$ cat config.mk
export PLATFORM = sky130hd
export DESIGN_NAME = usb_bulk_ep_mux_flat
export DESIGN_NICKNAME = d
export VERILOG_FILES = /design/src/rtl/usb_ep_pkg.sv /design/src/rtl/usb_bulk_ep_mux_if.sv /design/src/rtl/usb_out_hold.sv /design/src/rtl/usb_bulk_ep_mux.sv /design/src/flat_wrapper.sv
export SDC_FILE = /design/constraint.sdc
export NUM_CORES = 1
export LEC_CHECK = 0
export CAP_MARGIN = 20
export CORE_ASPECT_RATIO = 0.6
export CORE_UTILIZATION = 36
export CTS_CLUSTER_DIAMETER = 120
export DETAILED_ROUTE_END_ITERATION = 10
export PLACE_DENSITY = 0.76
export SYNTH_ARGS = -nofsm -noshare
export SYNTH_HDL_FRONTEND = slang
export SYNTH_SLANG_ARGS = --single-unit
$ cat constraint.sdc
create_clock -name clock -period 1.35 [get_ports clock]
set_input_delay 0.2025 -clock clock [delete_from_list [all_inputs] [get_ports clock]]
set_output_delay 0.2025 -clock clock [all_outputs]
set_load 0.02 [all_outputs]
$ cat src/rtl/usb_ep_pkg.sv
// Shared types and constants for the bulk endpoint router.
package usb_ep_pkg;

    localparam int USB_MAX_PKT_HS = 512;
    localparam int USB_MAX_PKT_FS = 64;
    localparam int EP_NUM_W       = 4;

    typedef enum logic [1:0] {
        ST_IDLE  = 2'd0,
        ST_IN    = 2'd1,
        ST_OUT   = 2'd2,
        ST_FLUSH = 2'd3
    } ep_state_e;

    // Endpoint maps to a channel only when the device is configured and ep is 1..num_eps.
    function automatic logic ep_hit(input logic cfg,
                                    input logic [EP_NUM_W-1:0] ep,
                                    input logic [EP_NUM_W-1:0] num_eps);
        return cfg && (ep != {EP_NUM_W{1'b0}}) && (ep <= num_eps);
    endfunction

endpackage

$ cat src/rtl/usb_bulk_ep_mux_if.sv
// Transaction-layer side of the bulk endpoint router: transfer control,
// IN stream towards the host and OUT payload from the host.
interface usb_bulk_ep_mux_if;
    import usb_ep_pkg::*;

    logic [EP_NUM_W-1:0] blk_xfer_endpoint_i;
    logic                blk_in_xfer_i;
    logic                blk_out_xfer_i;
    logic                bid_has_data_o;
    logic                bid_tvalid_o;
    logic                bid_tready_i;
    logic                bid_tlast_o;
    logic [7:0]          bid_tdata_o;
    logic                blk_out_ready_o;
    logic                blk_out_tvalid_i;
    logic [7:0]          blk_out_tdata_i;

    modport master (
        output blk_xfer_endpoint_i, blk_in_xfer_i, blk_out_xfer_i,
        output bid_tready_i, blk_out_tvalid_i, blk_out_tdata_i,
        input  bid_has_data_o, bid_tvalid_o, bid_tlast_o, bid_tdata_o,
        input  blk_out_ready_o
    );

    modport slave (
        input  blk_xfer_endpoint_i, blk_in_xfer_i, blk_out_xfer_i,
        input  bid_tready_i, blk_out_tvalid_i, blk_out_tdata_i,
        output bid_has_data_o, bid_tvalid_o, bid_tlast_o, bid_tdata_o,
        output blk_out_ready_o
    );

endinterface

$ cat src/rtl/usb_out_hold.sv
// One-byte OUT holding register: each byte is released when the next one
// arrives, the last one is released with tlast during the flush cycle.
module usb_out_hold (
    input  logic       clock,
    input  logic       reset,
    input  logic       clear,
    input  logic       wr,
    input  logic [7:0] din,
    input  logic       flush,
    output logic       beat_valid,
    output logic       beat_last,
    output logic [7:0] beat_data
);

    logic       hold_v_r;
    logic [7:0] hold_d_r;

    // Capture incoming bytes; drop the valid flag at transfer start or after flush.
    always_ff @(posedge clock) begin
        if (reset) begin
            hold_v_r <= 1'b0;
            hold_d_r <= 8'h00;
        end else if (clear) begin
            hold_v_r <= 1'b0;
        end else if (wr) begin
            hold_v_r <= 1'b1;
            hold_d_r <= din;
        end else if (flush) begin
            hold_v_r <= 1'b0;
        end
    end

    // A held byte leaves when displaced by a new byte or when flushed as the last one.
    always_comb begin
        beat_valid = hold_v_r & (wr | flush);
        beat_last  = hold_v_r & flush;
        beat_data  = hold_d_r;
    end

endmodule

$ cat src/rtl/usb_bulk_ep_mux.sv
// Bulk endpoint router: one transaction-layer bulk path to NUM_EPS channels.
// IN packets are split at MAX_PACKET bytes; OUT packets get a regenerated tlast.
// Optional per-channel packet counters are built when USB_EP_STATS_EN is defined.
module usb_bulk_ep_mux
    import usb_ep_pkg::*;
#(
    parameter int NUM_EPS    = 2,
    parameter int MAX_PACKET = USB_MAX_PKT_HS,
    parameter int CW         = 10
) (
    input  logic                   clock,
    input  logic                   reset,
    input  logic                   configured_i,
    usb_bulk_ep_mux_if.slave       tl,
    input  logic [NUM_EPS-1:0]     in_has_data_i,
    input  logic [NUM_EPS-1:0]     in_tvalid_i,
    output logic [NUM_EPS-1:0]     in_tready_o,
    input  logic [NUM_EPS-1:0]     in_tlast_i,
    input  logic [8*NUM_EPS-1:0]   in_tdata_i,
    input  logic [NUM_EPS-1:0]     out_ready_i,
    output logic [NUM_EPS-1:0]     out_tvalid_o,
    output logic [NUM_EPS-1:0]     out_tlast_o,
    output logic [8*NUM_EPS-1:0]   out_tdata_o
`ifdef USB_EP_STATS_EN
    ,
    output logic [16*NUM_EPS-1:0]  ep_pkt_count_o
`endif
);

    ep_state_e           state_r, state_nxt_s;
    logic [EP_NUM_W-1:0] sel_r, ep_s, adv_ch_s, path_ch_s;
    logic                hit_s, hit_q_r, in_act_s, in_beat_s, tlast_ch_s;
    logic [CW-1:0]       cnt_r;
    logic                bid_has_data_s, blk_out_ready_s, bid_tvalid_s, bid_tlast_s;
    logic [7:0]          bid_tdata_s;
    logic                hold_clear_s, hold_wr_s, hold_flush_s;
    logic                beat_v_s, beat_last_s;
    logic [7:0]          beat_data_s;

    // Live endpoint in IDLE, latched endpoint for the rest of the transaction.
    always_comb begin
        ep_s      = (state_r == ST_IDLE) ? tl.blk_xfer_endpoint_i : sel_r;
        hit_s     = ep_hit(configured_i, ep_s, EP_NUM_W'(NUM_EPS));
        adv_ch_s  = ep_s - EP_NUM_W'(1);
        path_ch_s = sel_r - EP_NUM_W'(1);
    end

    // Advertise data/space of the addressed channel, nothing when unmapped.
    always_comb begin
        bid_has_data_s  = 1'b0;
        blk_out_ready_s = 1'b0;
        for (int c = 0; c < NUM_EPS; c++) begin
            bid_has_data_s  = bid_has_data_s  | (hit_s & (adv_ch_s == EP_NUM_W'(c)) & in_has_data_i[c]);
            blk_out_ready_s = blk_out_ready_s | (hit_s & (adv_ch_s == EP_NUM_W'(c)) & out_ready_i[c]);
        end
    end

    // Transaction state: IN has priority over OUT; OUT always passes through FLUSH.
    always_comb begin
        state_nxt_s = state_r;
        case (state_r)
            ST_IDLE: begin
                if (tl.blk_in_xfer_i)       state_nxt_s = ST_IN;
                else if (tl.blk_out_xfer_i) state_nxt_s = ST_OUT;
                else                        state_nxt_s = ST_IDLE;
            end
            ST_IN: begin
                if (!tl.blk_in_xfer_i) state_nxt_s = ST_IDLE;
                else                   state_nxt_s = ST_IN;
            end
            ST_OUT: begin
                if (!tl.blk_out_xfer_i) state_nxt_s = ST_FLUSH;
                else                    state_nxt_s = ST_OUT;
            end
            ST_FLUSH: state_nxt_s = ST_IDLE;
            default:  state_nxt_s = ST_IDLE;
        endcase
    end

    // State register; endpoint and hit are latched once at transaction start.
    always_ff @(posedge clock) begin
        if (reset) begin
            state_r <= ST_IDLE;
            sel_r   <= {EP_NUM_W{1'b0}};
            hit_q_r <= 1'b0;
            cnt_r   <= {CW{1'b0}};
        end else begin
            state_r <= state_nxt_s;
            if (state_r == ST_IDLE && state_nxt_s != ST_IDLE) begin
                sel_r   <= ep_s;
                hit_q_r <= hit_s;
                cnt_r   <= {CW{1'b0}};
            end else if (in_beat_s) begin
                cnt_r <= cnt_r + CW'(1);
            end
        end
    end

    // Zero-latency IN mux; tlast is forced on the last byte a packet may carry.
    always_comb begin
        in_act_s     = (state_r == ST_IN) & hit_q_r & ~reset;
        bid_tvalid_s = 1'b0;
        bid_tdata_s  = 8'h00;
        tlast_ch_s   = 1'b0;
        in_tready_o  = {NUM_EPS{1'b0}};
        for (int c = 0; c < NUM_EPS; c++) begin
            bid_tvalid_s   = bid_tvalid_s | (in_act_s & (path_ch_s == EP_NUM_W'(c)) & in_tvalid_i[c]);
            tlast_ch_s     = tlast_ch_s   | (in_act_s & (path_ch_s == EP_NUM_W'(c)) & in_tlast_i[c]);
            bid_tdata_s    = bid_tdata_s  | ({8{in_act_s & (path_ch_s == EP_NUM_W'(c))}} & in_tdata_i[8*c +: 8]);
            in_tready_o[c] = in_act_s & (path_ch_s == EP_NUM_W'(c)) & tl.bid_tready_i;
        end
        bid_tlast_s = in_act_s & (tlast_ch_s | (cnt_r == CW'(MAX_PACKET - 1)));
        in_beat_s   = bid_tvalid_s & tl.bid_tready_i;
    end

    assign tl.bid_has_data_o  = ~reset & bid_has_data_s;
    assign tl.blk_out_ready_o = ~reset & blk_out_ready_s;
    assign tl.bid_tvalid_o    = bid_tvalid_s;
    assign tl.bid_tlast_o     = bid_tlast_s;
    assign tl.bid_tdata_o     = bid_tdata_s;

    // OUT holding-register controls; bytes without a mapped endpoint never enter.
    always_comb begin
        hold_clear_s = (state_r == ST_IDLE) & (state_nxt_s == ST_OUT);
        hold_wr_s    = (state_r == ST_OUT) & hit_q_r & tl.blk_out_tvalid_i;
        hold_flush_s = (state_r == ST_FLUSH) & hit_q_r;
    end

    usb_out_hold u_out_hold (
        .clock      (clock),
        .reset      (reset),
        .clear      (hold_clear_s),
        .wr         (hold_wr_s),
        .din        (tl.blk_out_tdata_i),
        .flush      (hold_flush_s),
        .beat_valid (beat_v_s),
        .beat_last  (beat_last_s),
        .beat_data  (beat_data_s)
    );

    // Route the released OUT byte to the latched channel only.
    always_comb begin
        out_tvalid_o = {NUM_EPS{1'b0}};
        out_tlast_o  = {NUM_EPS{1'b0}};
        out_tdata_o  = {(8*NUM_EPS){1'b0}};
        for (int c = 0; c < NUM_EPS; c++) begin
            out_tvalid_o[c]       = ~reset & (path_ch_s == EP_NUM_W'(c)) & beat_v_s;
            out_tlast_o[c]        = ~reset & (path_ch_s == EP_NUM_W'(c)) & beat_last_s;
            out_tdata_o[8*c +: 8] = {8{~reset & (path_ch_s == EP_NUM_W'(c)) & beat_v_s}} & beat_data_s;
        end
    end

`ifdef USB_EP_STATS_EN
    logic        pkt_inc_s;
    logic [15:0] pkt_cnt_r [NUM_EPS];

    // One completed transaction: accepted IN tlast beat, or OUT entering FLUSH.
    always_comb begin
        pkt_inc_s = (in_beat_s & bid_tlast_s)
                  | ((state_r == ST_OUT) & ~tl.blk_out_xfer_i & hit_q_r);
    end

    // Wrapping per-channel packet counters.
    always_ff @(posedge clock) begin
        if (reset) begin
            for (int c = 0; c < NUM_EPS; c++) pkt_cnt_r[c] <= 16'h0000;
        end else begin
            for (int c = 0; c < NUM_EPS; c++) begin
                if (pkt_inc_s && path_ch_s == EP_NUM_W'(c)) pkt_cnt_r[c] <= pkt_cnt_r[c] + 16'd1;
            end
        end
    end

    // Pack the counters onto the flat output port.
    always_comb begin
        ep_pkt_count_o = {(16*NUM_EPS){1'b0}};
        for (int c = 0; c < NUM_EPS; c++) ep_pkt_count_o[16*c +: 16] = pkt_cnt_r[c];
    end
`endif

endmodule

$ cat src/flat_wrapper.sv
// flat-port wrapper written by rule: the top's interface ports become plain ports
module usb_bulk_ep_mux_flat import usb_ep_pkg::*;
#(
    parameter int NUM_EPS    = 2,
    parameter int MAX_PACKET = USB_MAX_PKT_HS,
    parameter int CW         = 10
)
  (clock, reset, configured_i, in_has_data_i, in_tvalid_i, in_tready_o, in_tlast_i, in_tdata_i, out_ready_i, out_tvalid_o, out_tlast_o, out_tdata_o, tl_blk_xfer_endpoint_i, tl_blk_in_xfer_i, tl_blk_out_xfer_i, tl_bid_tready_i, tl_blk_out_tvalid_i, tl_blk_out_tdata_i, tl_bid_has_data_o, tl_bid_tvalid_o, tl_bid_tlast_o, tl_bid_tdata_o, tl_blk_out_ready_o);
  usb_bulk_ep_mux_if tl_i ();
  input  logic clock;
  input  logic reset;
  input  logic configured_i;
  input  logic [NUM_EPS-1:0] in_has_data_i;
  input  logic [NUM_EPS-1:0] in_tvalid_i;
  output logic [NUM_EPS-1:0] in_tready_o;
  input  logic [NUM_EPS-1:0] in_tlast_i;
  input  logic [8*NUM_EPS-1:0] in_tdata_i;
  input  logic [NUM_EPS-1:0] out_ready_i;
  output logic [NUM_EPS-1:0] out_tvalid_o;
  output logic [NUM_EPS-1:0] out_tlast_o;
  output logic [8*NUM_EPS-1:0] out_tdata_o;
  input wire logic [$bits(tl_i.blk_xfer_endpoint_i)-1:0] tl_blk_xfer_endpoint_i;
  input wire logic [$bits(tl_i.blk_in_xfer_i)-1:0] tl_blk_in_xfer_i;
  input wire logic [$bits(tl_i.blk_out_xfer_i)-1:0] tl_blk_out_xfer_i;
  input wire logic [$bits(tl_i.bid_tready_i)-1:0] tl_bid_tready_i;
  input wire logic [$bits(tl_i.blk_out_tvalid_i)-1:0] tl_blk_out_tvalid_i;
  input wire logic [$bits(tl_i.blk_out_tdata_i)-1:0] tl_blk_out_tdata_i;
  output wire logic [$bits(tl_i.bid_has_data_o)-1:0] tl_bid_has_data_o;
  output wire logic [$bits(tl_i.bid_tvalid_o)-1:0] tl_bid_tvalid_o;
  output wire logic [$bits(tl_i.bid_tlast_o)-1:0] tl_bid_tlast_o;
  output wire logic [$bits(tl_i.bid_tdata_o)-1:0] tl_bid_tdata_o;
  output wire logic [$bits(tl_i.blk_out_ready_o)-1:0] tl_blk_out_ready_o;
  assign tl_i.blk_xfer_endpoint_i = tl_blk_xfer_endpoint_i;
  assign tl_i.blk_in_xfer_i = tl_blk_in_xfer_i;
  assign tl_i.blk_out_xfer_i = tl_blk_out_xfer_i;
  assign tl_i.bid_tready_i = tl_bid_tready_i;
  assign tl_i.blk_out_tvalid_i = tl_blk_out_tvalid_i;
  assign tl_i.blk_out_tdata_i = tl_blk_out_tdata_i;
  assign tl_bid_has_data_o = tl_i.bid_has_data_o;
  assign tl_bid_tvalid_o = tl_i.bid_tvalid_o;
  assign tl_bid_tlast_o = tl_i.bid_tlast_o;
  assign tl_bid_tdata_o = tl_i.bid_tdata_o;
  assign tl_blk_out_ready_o = tl_i.blk_out_ready_o;
  usb_bulk_ep_mux #(.NUM_EPS(NUM_EPS), .MAX_PACKET(MAX_PACKET), .CW(CW)) u_core (.clock(clock), .reset(reset), .configured_i(configured_i), .tl(tl_i), .in_has_data_i(in_has_data_i), .in_tvalid_i(in_tvalid_i), .in_tready_o(in_tready_o), .in_tlast_i(in_tlast_i), .in_tdata_i(in_tdata_i), .out_ready_i(out_ready_i), .out_tvalid_o(out_tvalid_o), .out_tlast_o(out_tlast_o), .out_tdata_o(out_tdata_o));
endmodule
### After elaboration in Yosys (flattened, before gate mapping)

Cells that the tools add are included.

* flip-flop bits (word level): 26
* bits of input ports: 43

* add/sub/neg operators: 3
* $lt $le $gt $ge: 1
* equality and inequality tests: 7
* muxes and demuxes: 8
* bitwise operators: 45
* reductions and logical operators: 12

Operator list (count)
* $and A1 B1 Y1: 32
* $and A8 B8 Y8: 4
* $add A10 B1 Y10 const B: 1
* $eq A10 B9 Y1 const B: 1
* $eq A4 B1 Y1 const B: 2
* $logic_not A4 Y1: 2
* $or A8 B8 Y8: 1
* $pmux W2 S4: 1
* $sub A4 B1 Y4 const B: 2
* $eq A2 B2 Y1 const B: 3
* $or A1 B1 Y1: 6
* $le A4 B2 Y1 const B: 1
* $mux W1: 4
* $mux W2: 2
* $mux W4: 1
* $reduce_bool A2 Y1: 2
* $reduce_bool A4 Y1: 1
* $reduce_or A2 Y1: 2
* $logic_and A1 B1 Y1: 3
* $eq A2 B1 Y1 const B: 1
* $logic_not A2 Y1: 1
* $not A1 Y1: 2
* $reduce_and A2 Y1: 1

### Depth between registers and ports, before layout

* depth in word-level cells: 9
* mapped depth: 6
* depth with buffers taken out: 4

### Cells and area by module

From an unflattened synthesis, not the netlist that was laid out.

* cell total of the unflattened synthesis: 186
* area, all modules: 1616.6 µm²

By module, submodules not included
* usb_bulk_ep_mux: instances 1, cells an instance 145, area an instance 1191.1 µm², seq. area each 340.3 µm²
* usb_out_hold: instances 1, cells an instance 41, area an instance 425.4 µm², seq. area each 180.2 µm²

### Worst setup path before layout

Ideal clock, no wire load.

* path kind: reg2out
* start: register u_core.state_r[1]
* end: output out_tdata_o[0]
* arrival: 1.476 ns
* slack: -0.328 ns
* stages on the path, launching flop included: 6
* buffers on the path: 1
* cell sequence: dfxtp_1 buf_6 and4b_1 o21ai_1 nor2_1 and2_1

* word-level cells in the longest chain between the ends: 7
* elaborated cells on any way between the ends: 9

RTL lines
* start: declaration: RTL line usb_bulk_ep_mux.sv:30 `ep_state_e state_r, state_nxt_s;`
* start signal: assignment: RTL line usb_bulk_ep_mux.sv:88 `state_r <= state_nxt_s;`
* $eq A2 B2 Y1: RTL line usb_bulk_ep_mux.sv:125 `hold_wr_s = (state_r == ST_OUT) & hit_q_r & tl.blk_out_tvalid_i;`
* $and A1 B1 Y1 (2 in a row): RTL line usb_bulk_ep_mux.sv:125
* $or A1 B1 Y1 *: RTL line usb_out_hold.sv:35 `beat_valid = hold_v_r & (wr | flush);`
* $and A1 B1 Y1 *: RTL line usb_out_hold.sv:35
* $and A1 B1 Y1 *
* via out_tvalid_o[0]: RTL line flat_wrapper.sv:19 `output logic [NUM_EPS-1:0] out_tvalid_o;`
* $and A8 B8 Y8 *: RTL line usb_bulk_ep_mux.sv:149 `out_tdata_o[8*c +: 8] = {8{~reset & (path_ch_s == EP_NUM_W'(c)) & beat_v_s}} & beat_data_s;`
* end: declaration: RTL line flat_wrapper.sv:21 `output logic [8*NUM_EPS-1:0] out_tdata_o;`

Mark *: on every way through the listed nets, which the timed path passes. The rest lies on a longest branch.

### Worst setup path in the final report

* start: register u_core.state_r[1]
* end: output out_tdata_o[3]

* word-level cells in the longest chain between the ends: 7
* elaborated cells on any way between the ends: 9

RTL lines (RTL line)
* $eq A2 B2 Y1: usb_bulk_ep_mux.sv:125
* $and A1 B1 Y1 (2 in a row): usb_bulk_ep_mux.sv:125
* $or A1 B1 Y1 *: usb_out_hold.sv:35
* $and A1 B1 Y1 *: usb_out_hold.sv:35
* $and A1 B1 Y1 *: usb_bulk_ep_mux.sv:149
* $and A8 B8 Y8 *: usb_bulk_ep_mux.sv:149

Every way passes the cells marked *; elsewhere a longest branch is shown, timed or not.

==> flow_summary.toml <==
[critical_path]
max_stage_delay_ps = 410
cp-end-kind = "output port"
r2r_start = "u_core.state_r[1]"
path_cells = "and4b_2, o21ai_4, nor2_4, buf_6, and2_4, buf_6"
crit_slowest_cell = "dfxtp_4"
crit_required_ps = 1150
cp-start-kind = "register"
r2r-end = "u_core.cnt_r[7]"
r2r_cells = 6
critPathKind = "register to output port"
cp.arrival_ps = 1680
crit_top_cell = "buf_6"
reg2reg_slack_ps = -350
cp_max_fo = 5

[timing]
setup_slack_ps = -531.6
finalCritPeriodShare_pct = 139.4
relSlewSlack_pct = 81.13
layout_min_cycle_time_ps = 1882
finalSetupTns_ps = -16720
setup_viol = 48
hold_viol = 0
worst_clock_skew_ps = 6.154
timing.fmax_mhz = 531.5
slew_violations = 0
tightestPinTransition_ps = 280.9
rsz0062_at_grt = "true"

[min_path]
min_path_type = "primary input to register"
min_to = "u_core.state_r[0]"
holdPathStages = 2
hold_path.startpoint = "reset"

[status]
failed_checks = "setup timing"
outcome = "finished, violations left"

[global_route]
grt_max_degree = 14
grt_usage_pct = 27.17
grt_pass1_vias = 1856
grt-ovfl-total = 0
antenna_found_initial = 0
grt_pass1_wl_um = 9163

[cells_and_area]
antennaDiodeCount = 0
stdcell_count = 374
drive_gt1_share_pct = 51.42
fin_nets = 363
area_delta_synth_final_pct = 113.4

[synth]
syn_area_per_cell_sq_um = 8.180
synthArstFlopShare_pct = 0
synth.distinct_cells = 43
syn_area_sq_um = 1521
ys_seq_area_share_pct = 34.21
ys.flop_type = "dfxtp_1"
postSynthNetCount = 230
synth_warnings = 0
synth-seq-cells = 26
synth_edf_count = 0
synth_cells = 186

[detailed_routing]
drc = 0
drt-wirelength-per-cell_um = 17.55
vias_per_cell = 5.297
first_iter_violations = 86
ant_nets = 0
firstDrtPassIters = 4
num_vias = 1981
wirelength_um = 6562

[power]
total_power_mw = 1.747
power_density_nw_per_um2 = 538.1
leakagePower_nw = 1.309
irDropWorstVdd_mv = 0.5090

[floorplan]
die_w_um = 85.93
std_cell_rows = 17
dieArea_sq_um = 4499
start_util_pct = 39.52
core_sq_um = 3850
die_h_um = 52.36
ioPinCount = 77

[cts]
cts_tree = "done"
cts_buffers = 3
clock_path_buffers = 2
clkSinkCount = 26
cts_root_buffer = "clkbuf_8"
htreeDepth = 1
clk_pin_slew_ps = 80
clk_latency_ps = 270

[placed_design]
place.detailed.hpwl_um = 3930
io_buffer_count = 76
placedCellCount = 351
gp_congestion = 0.8236

[flow_run]
cap_violations = 0
-- Yosys cell counts, types with 2 or more instances --
master,instances,area (sq um)
nand3_1,4,20.02
a211oi_1,2,15.01
nor3_1,2,10.01
inv_1,3,11.26
or3_1,5,31.28
o21ai_0,5,25.02
mux2i_1,5,50.05
xnor2_1,2,17.52
o21ai_1,2,10.01
nand2_1,26,97.59
a21oi_1,20,100.1
dfxtp_1,26,520.5
clkbuf_1,4,15.01
o31ai_1,2,15.01
nor2_1,15,56.30
and3b_1,2,17.52
a22o_1,9,78.83
o21a_1,2,15.01
nand4_1,2,12.51
nand3b_1,8,60.06
and2_1,18,112.6
-- worst max-delay path by stage --
stage / startpoint / endpoint / slack (ps) / cells past startpoint
floorplan: u_core.state_r[0] / tl_bid_has_data_o / -130 / 5
global placement: reset / out_tdata_o[0] / -960 / 6
detailed placement: reset / tl_bid_tdata_o[4] / -990 / 5
CTS: u_core.state_r[0] / tl_blk_out_ready_o / -480 / 5
global route: u_core.state_r[1] / out_tdata_o[4] / -590 / 6
finish: u_core.state_r[1] / out_tdata_o[3] / -530 / 6
-- where the power goes --
part	internal (mW)	switching (mW)
logic	0.284	0.211
registers	0.785	0.0272
clock network	0.200	0.239
total	1.27	0.477
-- area by class of cell --
type | instances | area [sq um]
sequential | 26 | 534.3
timing repair buffer | 133 | 1323
multi-input combinational | 152 | 1266
inverter | 3 | 11.26
tap | 57 | 71.32
fill | 203 | 603.1
clock buffer | 3 | 41.29
-- cell usage in the layout (no fill, tap or decap), types with 2 or more instances in the layout --
cell type,synthesis,final
o21ai_1,2,3
dfxtp_2,0,5
mux2i_1,5,3
a21oi_4,0,2
buf_6,1,52
o21ai_0,5,3
clkbuf_8,0,3
nand3_1,4,4
nand3b_1,8,8
o31ai_2,0,2
dfxtp_1,26,19
a22o_4,0,4
nand4_1,2,2
a22o_1,9,5
or3_1,5,4
and2_4,0,15
nand2_1,26,23
nand2_2,0,2
buf_12,0,2
nor2_1,15,8
a21oi_2,0,5
inv_1,3,3
clkdlybuf4s50_1,0,41
mux2i_4,0,2
buf_4,1,37
nor3_1,2,2
a211oi_1,2,2
dfxtp_4,0,2
and2_2,0,3
nor2_4,0,8
a21oi_1,20,13
-- per-layer routing --
metal  wire, um  GRT usage [%]  vias up
met5          0              0        -
met4         97          8.611        0
met3        434          6.142       12
met2       3044          44.58       84
met1       2986          35.72      947
li1           -              -      938
-- sequential cells by signal (all words and copies together), names as in the netlist --
name / flops
u_core.cnt_r: 10
u_core.u_out_hold.beat_data: 8
u_core.sel_r: 4
u_core.state_r: 2
u_core.hit_q_r: 1
u_core.u_out_hold.hold_v_r: 1
-- kinds of logic (layout without fill, tap and decap cells) --
family / count (synthesis) / after routing / share of synthesized area (%)
AOI/OAI and AO/OA: 49 / 49 / 22.04
xor gates and xnor gates: 3 / 3 / 1.727
adders and majority gates: 1 / 1 / 0.8222
buffers and inverters: 9 / 139 / 2.960
DFF: 26 / 26 / 34.21
muxes: 5 / 5 / 3.290
and+or+nand+nor: 93 / 94 / 34.95
-- worst max-delay path: cells and delay by family, from the launching register on --
family	cells	cell delay [ps]
AO/OA/AOI/OAI	1	110
buffers and inverters	2	260
flip-flops	1	410
AND/OR/NAND/NOR	3	620
-- through the flow --
step	hold WS, ps	worst slack (ps)	util, %	area, sq um
finish	331.6	-531.6	84.34	3247
global route	326.3	-585.2	84.34	3247
CTS	278.9	-477.4	80.60	3103
detailed placement	459.3	-991.5	71.37	2748
global placement	449.5	-963.9	71.37	2748
floorplan	308.7	-125.8	-	1664
-- repair_timing --
action,in CTS,in global routing
gates resized for setup,243,39
setup endpoints to repair,49,53
pin swaps,24,20
gates cloned,1,0
buffers inserted,16,6
hold buffers,0,0
Note: power is estimated with default switching activity, not from simulation.
